--- src/rtl/gcd_lcm_post.sv ---
// LCM post-stage: latches operands on op_load, waits for the GCD result, then runs an
// iterative restoring divide (A / gcd) and a shift-add multiply (quotient * B).
module gcd_lcm_post #(
    parameter int WIDTH   = 11,
    parameter int TIMEOUT = 4095
) (
    input  logic                 clock,
    input  logic                 reset,
    input  logic                 op_load,
    input  logic [WIDTH-1:0]     a_in,
    input  logic [WIDTH-1:0]     b_in,
    input  logic [WIDTH-1:0]     gcd_y,
    input  logic                 gcd_done,
    output logic                 busy,
    output logic [WIDTH-1:0]     gcd_out,
    output logic [2*WIDTH-1:0]   lcm_out,
    output logic                 lcm_valid,
    output logic                 zero_op,
    output logic                 err
);

    localparam int CW = $clog2(TIMEOUT + 1);
    localparam int BW = $clog2(WIDTH + 1);

    typedef enum logic [2:0] {
        S_IDLE,
        S_WAIT,
        S_DIV,
        S_MULT,
        S_DONE
    } state_t;

    state_t               r_state;
    state_t               w_state_nxt;
    logic                 r_busy;

    logic [WIDTH-1:0]     r_a;
    logic [WIDTH-1:0]     r_b;
    logic [CW-1:0]        r_wait_cnt;
    logic [BW-1:0]        r_step;
    logic [WIDTH:0]       r_rem;
    logic [WIDTH-1:0]     r_quot;
    logic [WIDTH-1:0]     r_divisor;
    logic [2*WIDTH-1:0]   r_mcand;
    logic [WIDTH-1:0]     r_mplier;
    logic [2*WIDTH-1:0]   r_acc;

    logic [WIDTH-1:0]     r_gcd;
    logic [2*WIDTH-1:0]   r_lcm;
    logic                 r_valid;
    logic                 r_zero;
    logic                 r_err;

    logic                 w_wait_last;
    logic                 w_step_last;
    logic                 w_zero;
    logic [WIDTH:0]       w_shift;
    logic                 w_ge;
    logic [WIDTH:0]       w_rem_nxt;
    logic [WIDTH-1:0]     w_quot_nxt;
    logic [2*WIDTH-1:0]   w_acc_nxt;

    assign w_wait_last = (r_wait_cnt == CW'(TIMEOUT - 1));
    assign w_step_last = (r_step == BW'(WIDTH - 1));
    assign w_zero      = (r_a == '0) || (r_b == '0);

    // Quotient bits are shifted into the dividend register as it empties, MSB first.
    assign w_shift    = {r_rem[WIDTH-1:0], r_quot[WIDTH-1]};
    assign w_ge       = r_rem[WIDTH] || (w_shift >= {1'b0, r_divisor});
    assign w_rem_nxt  = w_ge ? (w_shift - {1'b0, r_divisor}) : w_shift;
    assign w_quot_nxt = {r_quot[WIDTH-2:0], w_ge};

    assign w_acc_nxt  = r_acc + (r_mplier[0] ? r_mcand : '0);

    always_comb begin
        w_state_nxt = r_state;
        if (op_load) begin
            w_state_nxt = S_WAIT;
        end else begin
            case (r_state)
                S_WAIT: begin
                    if (gcd_done)
                        w_state_nxt = w_zero ? S_DONE : S_DIV;
                    else if (w_wait_last)
                        w_state_nxt = S_DONE;
                end
                S_DIV:   if (w_step_last) w_state_nxt = S_MULT;
                S_MULT:  if (w_step_last) w_state_nxt = S_DONE;
                default: w_state_nxt = r_state;
            endcase
        end
    end

    always_ff @(posedge clock) begin
        if (!reset) begin
            r_state <= S_IDLE;
            r_busy  <= 1'b0;
        end else begin
            r_state <= w_state_nxt;
            r_busy  <= (w_state_nxt == S_WAIT) || (w_state_nxt == S_DIV) ||
                       (w_state_nxt == S_MULT);
        end
    end

    always_ff @(posedge clock) begin
        if (!reset) begin
            r_a        <= '0;
            r_b        <= '0;
            r_wait_cnt <= '0;
            r_step     <= '0;
            r_rem      <= '0;
            r_quot     <= '0;
            r_divisor  <= '0;
            r_mcand    <= '0;
            r_mplier   <= '0;
            r_acc      <= '0;
            r_gcd      <= '0;
            r_lcm      <= '0;
            r_valid    <= 1'b0;
            r_zero     <= 1'b0;
            r_err      <= 1'b0;
        end else if (op_load) begin
            r_a        <= a_in;
            r_b        <= b_in;
            r_wait_cnt <= '0;
            r_step     <= '0;
            r_gcd      <= '0;
            r_lcm      <= '0;
            r_valid    <= 1'b0;
            r_zero     <= 1'b0;
            r_err      <= 1'b0;
        end else begin
            case (r_state)
                S_WAIT: begin
                    if (gcd_done) begin
                        r_gcd <= gcd_y;
                        if (w_zero) begin
                            r_lcm   <= '0;
                            r_zero  <= 1'b1;
                            r_valid <= 1'b1;
                        end else begin
                            r_quot    <= r_a;
                            r_divisor <= gcd_y;
                            r_rem     <= '0;
                            r_step    <= '0;
                        end
                    end else if (w_wait_last) begin
                        r_err   <= 1'b1;
                        r_lcm   <= '0;
                        r_valid <= 1'b1;
                    end else begin
                        r_wait_cnt <= r_wait_cnt + CW'(1);
                    end
                end
                S_DIV: begin
                    r_rem  <= w_rem_nxt;
                    r_quot <= w_quot_nxt;
                    if (w_step_last) begin
                        r_step   <= '0;
                        r_mcand  <= {{WIDTH{1'b0}}, w_quot_nxt};
                        r_mplier <= r_b;
                        r_acc    <= '0;
                    end else begin
                        r_step <= r_step + BW'(1);
                    end
                end
                S_MULT: begin
                    r_acc    <= w_acc_nxt;
                    r_mcand  <= r_mcand << 1;
                    r_mplier <= r_mplier >> 1;
                    if (w_step_last) begin
                        r_lcm   <= w_acc_nxt;
                        r_valid <= 1'b1;
                    end else begin
                        r_step <= r_step + BW'(1);
                    end
                end
                default: ;
            endcase
        end
    end

    assign busy      = r_busy;
    assign gcd_out   = r_gcd;
    assign lcm_out   = r_lcm;
    assign lcm_valid = r_valid;
    assign zero_op   = r_zero;
    assign err       = r_err;

endmodule
--- config.mk ---
export PLATFORM = sky130hd
export DESIGN_NAME = gcd_lcm_post
export DESIGN_NICKNAME = d
export VERILOG_FILES = /design/src/rtl/gcd_lcm_post.sv
export SDC_FILE = /design/constraint.sdc
export NUM_CORES = 1
export LEC_CHECK = 0
export CORE_AREA = 5 5 122 124
export CTS_BUF_LIST = sky130_fd_sc_hd__clkbuf_16
export CTS_CLUSTER_DIAMETER = 150
export CTS_CLUSTER_SIZE = 16
export DETAILED_ROUTE_END_ITERATION = 10
export DIE_AREA = 0 0 127 129
export PLACE_DENSITY = 0.93
export SETUP_SLACK_MARGIN = 0.15
export SKIP_CTS_REPAIR_TIMING = 1
export SYNTH_ARGS = -nofsm -noshare
export SYNTH_HDL_FRONTEND = slang
export SYNTH_SLANG_ARGS = --single-unit
--- constraint.sdc ---
create_clock -name clock -period 4.1 [get_ports clock]
set_input_delay 1.23 -clock clock [delete_from_list [all_inputs] [get_ports clock]]
set_output_delay 1.23 -clock clock [all_outputs]
set_load 0.03 [all_outputs]
== Word-level counts from Yosys, hierarchy flattened ==
Cells that the tools add are included.
Cells by class
  add/subtract/negate cells: 4
  order comparisons: 1
  equality and inequality tests: 15
  mux-type cells: 36
  bitwise operators: 5
  reductions and logical operators: 20
Operator list (number)
  $mux 22: 7
  $pmux 22 s2: 3
  $pmux 11 s2: 2
  $mux 12: 3
  $mux 11: 3
  $pmux 12 s2: 1
  $add 22x22->22: 1
  $logic_not 11->1: 2
  $mux 3: 6
  $mux 4: 4
  $reduce_and 4->1: 4
  $add 12x1->12 const B: 1
  $eq 12x12->1 const B: 1
  $eq 3x2->1 const B: 4
  $ge 12x11->1: 1
  $pmux 4 s3: 1
  $reduce_and 3->1: 4
  $sub 12x11->12: 1
  $ne 2x2->1 const B: 5
  $pmux 3 s3: 1
  $eq 3x1->1 const B: 2
  $ne 3x3->1 const B: 2
  $reduce_bool 2->1: 3
  $not 1->1: 5
  8 further kinds: 14
Storage, ports and cells
  bits in registers: 167
  input port bits: 37
  output and inout port bits: 37
  word-level logic and storage cells: 98

== Depth between registers and ports, before layout ==
  depth in word-level cells: 9
  mapped depth: 12

== Worst setup path before layout ==
OpenSTA, ideal clock, no wires.
  path kind: flip-flop to flip-flop
  start point: reg r_mplier[0]
  end point: reg r_lcm[16] (netlist: lcm_out[16])
  setup time: 0.117 ns
  data arrival time: 2.570 ns
  setup slack: 1.413 ns
  stages on the path, launching flop included: 13
  path buffers: 1
  period minus slack after synthesis: 2.687 ns
  cell sequence: dfxtp_1 clkbuf_1 and2_1 ha_1 inv_1 fa_1 nor2b_1 o2111ai_1 nand2_1 a31oi_1 o41a_1 xnor2_1 a32o_1
Between the ends
  longest elaborated chain between the ends: 4
Ends and longest elaborated chain
  start: declaration: RTL line 45  | logic [WIDTH-1:0] r_mplier;
  start signal: assignment: RTL line 161  | r_mplier <= r_b;
  start signal: assignment: RTL line 170  | r_mplier <= r_mplier >> 1;
  $mux 22: RTL line 73  | assign w_acc_nxt = r_acc + (r_mplier[0] ? r_mcand : '0);
  $add 22x22->22: RTL line 73
  $mux 22: RTL line 171  | if (w_step_last) begin
  $pmux 22 s2: RTL line 133  | case (r_state)
  end signal: assignment: RTL line 172  | r_lcm <= w_acc_nxt;
  end: declaration: RTL line 49  | logic [2*WIDTH-1:0] r_lcm;
No other way between the ends. The select of a mux whose other input is x is not followed.
A chain may end at the register's enable or synchronous reset.

== Worst setup path after layout ==
Ends and elaborated chain as after synthesis.

==> impl_metrics.ini <==
[route]
first_pass_iters = 5
drc = 0
vias = 7201
ant_nets = 0
avgViaCountPerCell = 5.93
wirelength_um = 19500
drtIter0Drc = 717
wl_per_cell_um = 16.1

[sta]
finalWorstSetupSlack_ns = 0.937
worst_pin_slew_ns = 1.02
max-slew-margin-rel_pct = 32.0
setup_viol = 0
min_period_ns = 3.16
hold_violations = 0
grt_setup_unrepaired = no
fin_worst_skew_ns = 0.00723
hold-worst-slack_ns = 0.454
min_period_over_period_pct = 77.1
finalSetupTns_ns = 0
slew_viol_final = 0
clock.fmax_ghz = 0.316

[yosys]
ys_seq_area_share_pct = 40.7
yosys_warnings = 0
synth_edf_count = 0
postSynthAreaPerCell_um2 = 8.47
synthSimpleGateAreaFrac_pct = 22.1
synthMuxAreaShare_pct = 4.51
synth_top_area_cell = dfxtp_1
synth_fp_nets = 1044
synth_compound_gate_area_share_pct = 18.8
yosysUniqueCellTypes = 66
synth_top_family_by_area = simple AND/OR/NAND/NOR gates
synthTopCellsByArea = dfxtp_1 41%, nand2_1 6.3%, nor2_1 6.1%
syn_area_um2 = 8210
synthArstFlopShare_pct = 0
synthAdderAreaFrac_pct = 5.98
syn_inst = 969
ys_ff_latch = 167
synth_ff_type = dfxtp_1
synth_xor_area_share_pct = 3.84
netlist.area_leader.share_pct = 40.7

[clock_tree]
htree_levels = 4
insertion_delay_ns = 0.43
clkSinkCount = 167
clockBufferDepth = 2
cts_tree = yes
clkSlewWorstSetupHoldPaths_ns = 0.06
clk_root_buffer_cell = clkbuf_16
cts_buffers = 17

[power_and_ir_drop]
powerDensity_nw_per_um2 = 362
clockPowerShare_pct = 45.1
p_sw_uw = 834
peakVddDrop_mv = 0.328
swShare_pct = 23.9
leakage_nw = 3.71
p_comb_share_pct = 6.9
total_power_mw = 3.48
p_int_mw = 2.65
power_frac_seq_pct = 48.0

[place]
portBuffers = 73
dp_cells = 1183
hpwl_um = 13300
pre_cts_slack_ns = 0.643
place_congestion = 0.940

[floorplan]
ios = 74
initial_core_util_pct = 60.1
rows = 43
core_area_um2 = 13700
die_area_um2 = 16400
die_h_um = 129
die_w_um = 127

[worst_setup_path]
arrival_ns = 3.48
regToRegSetupSlack_ns = 0.94
startpoint_type = register
end_kind = register
path_max_fanout = 19
critPathKind = register to register
cp.required_ns = 4.42

[cells_and_area]
final_nets = 1097
final_common_cell = dfxtp_1
final_cell_mix = 167 x dfxtp_1, 137 x nand2_1, 133 x nor2_1, 72 x clkdlybuf4s50_1, 62 x a21oi_1
area_growth_pct = 17.2
instances_no_fill = 1215
layout-drive-gt1-share_pct = 6.38
diodes = 0
n_fill_cell = 1031

[global_routing]
antenna_found_initial = 0
grt_max_degree = 79
grt_pass1_wl_um = 32700
grt_pass1_vias = 6910
grt_usage_pct = 24.1
grt-ovfl-total = 0

[min_path]
hold_class = register to register

[outcome]
outcome = finished clean

[run]
cap_violations = 0
[worst max-delay path, cell delays in order (launching register included)]
cell       delay, ns
dfxtp_1         0.37
buf_4           0.23
and2_1          0.16
ha_1            0.17
inv_1           0.06
fa_1            0.38
nor2b_1         0.26
o2111ai_1       0.15
nand2_1         0.18
a31oi_1         0.19
o41a_1          0.47
xnor2_1         0.19
a32o_1          0.23
[final timing paths]
path                       to  cells after the start         from
setup / recovery  lcm_out[16]                     12  r_mplier[0]
hold / removal     gcd_out[9]                      2   gcd_out[9]
setup reg to reg  lcm_out[16]                     12  r_mplier[0]
hold reg to reg    gcd_out[9]                      2   gcd_out[9]
[synth_stat cells (all sizes together) (3+ instances only)]
| master | count |
|---|---|
| a21boi | 3 |
| a21o | 7 |
| a21oi | 64 |
| a221o | 8 |
| a22o | 22 |
| a22oi | 14 |
| a311oi | 32 |
| a31oi | 7 |
| and2 | 25 |
| and2b | 3 |
| and3 | 8 |
| buf | 15 |
| clkbuf | 40 |
| dfxtp | 167 |
| ha | 36 |
| inv | 26 |
| mux2i | 37 |
| nand2 | 137 |
| nand2b | 5 |
| nand3 | 18 |
| nand3b | 4 |
| nand4 | 7 |
| nor2 | 133 |
| nor2b | 11 |
| nor3 | 16 |
| nor3b | 3 |
| nor4 | 9 |
| o211ai | 6 |
| o21a | 5 |
| o21ai | 30 |
| o21bai | 3 |
| o31ai | 3 |
| or2 | 3 |
| or3 | 6 |
| xnor2 | 16 |
| xor2 | 20 |
[state kept, by name (all words and copies together) (netlist names)]
name        cells
busy            1
err             1
gcd_out        11
lcm_out        22
lcm_valid       1
r_a            11
r_acc          22
r_b            11
r_divisor      11
r_mcand        22
r_mplier       11
r_quot         11
r_rem          12
r_state         3
r_step          4
r_wait_cnt     12
zero_op         1
[per-stage QoR]
stage	area, um^2	util (%)
2_1_floorplan	8210	-
3_3_place_gp	9040	66.2
3_5_place_dp	9040	66.2
4_1_cts	9620	70.4
5_1_grt	9620	70.4
6_report	9620	70.4
[cell type report]
cell class / instances / area, um^2 / share of cell area (%)
timing repair buffer: 89 / 846 / 8.79
tap: 180 / 225 / 2.34
inverter: 26 / 97.6 / 1.01
clock buffer: 17 / 425 / 4.42
multi-input combinational: 721 / 4530 / 47.1
clock inverter: 15 / 153 / 1.59
sequential: 167 / 3340 / 34.8
[power groups by stage]
stage	logic (mW)	clock network, mW	registers (mW)
after floorplan	0.153	0	1.71
after global placement	0.229	0	1.71
after detailed placement	0.235	0	1.71
after CTS	0.239	1.58	1.67
after global routing	0.262	1.65	1.67
final	0.240	1.57	1.67
[cells by family after synthesis]
group,count (synthesis)
AO/OA/AOI/OAI,219
XOR/XNOR,36
adder cells (fa/ha/maj),38
buffers and inverters,81
flip-flops,167
multiplexers,37
AND/OR/NAND/NOR,391
[layer usage]
metal	GRT usage [%]	part of all wire, %	routed length, um	up-vias
li1	-	-	-	3517
met1	31.2	44	8630	3422
met2	40.8	49	9490	230
met3	4.77	5.7	1120	32
met4	7.70	1.5	292	0
met5	0	0	0	-
Note: power is estimated with default switching activity, not from simulation.
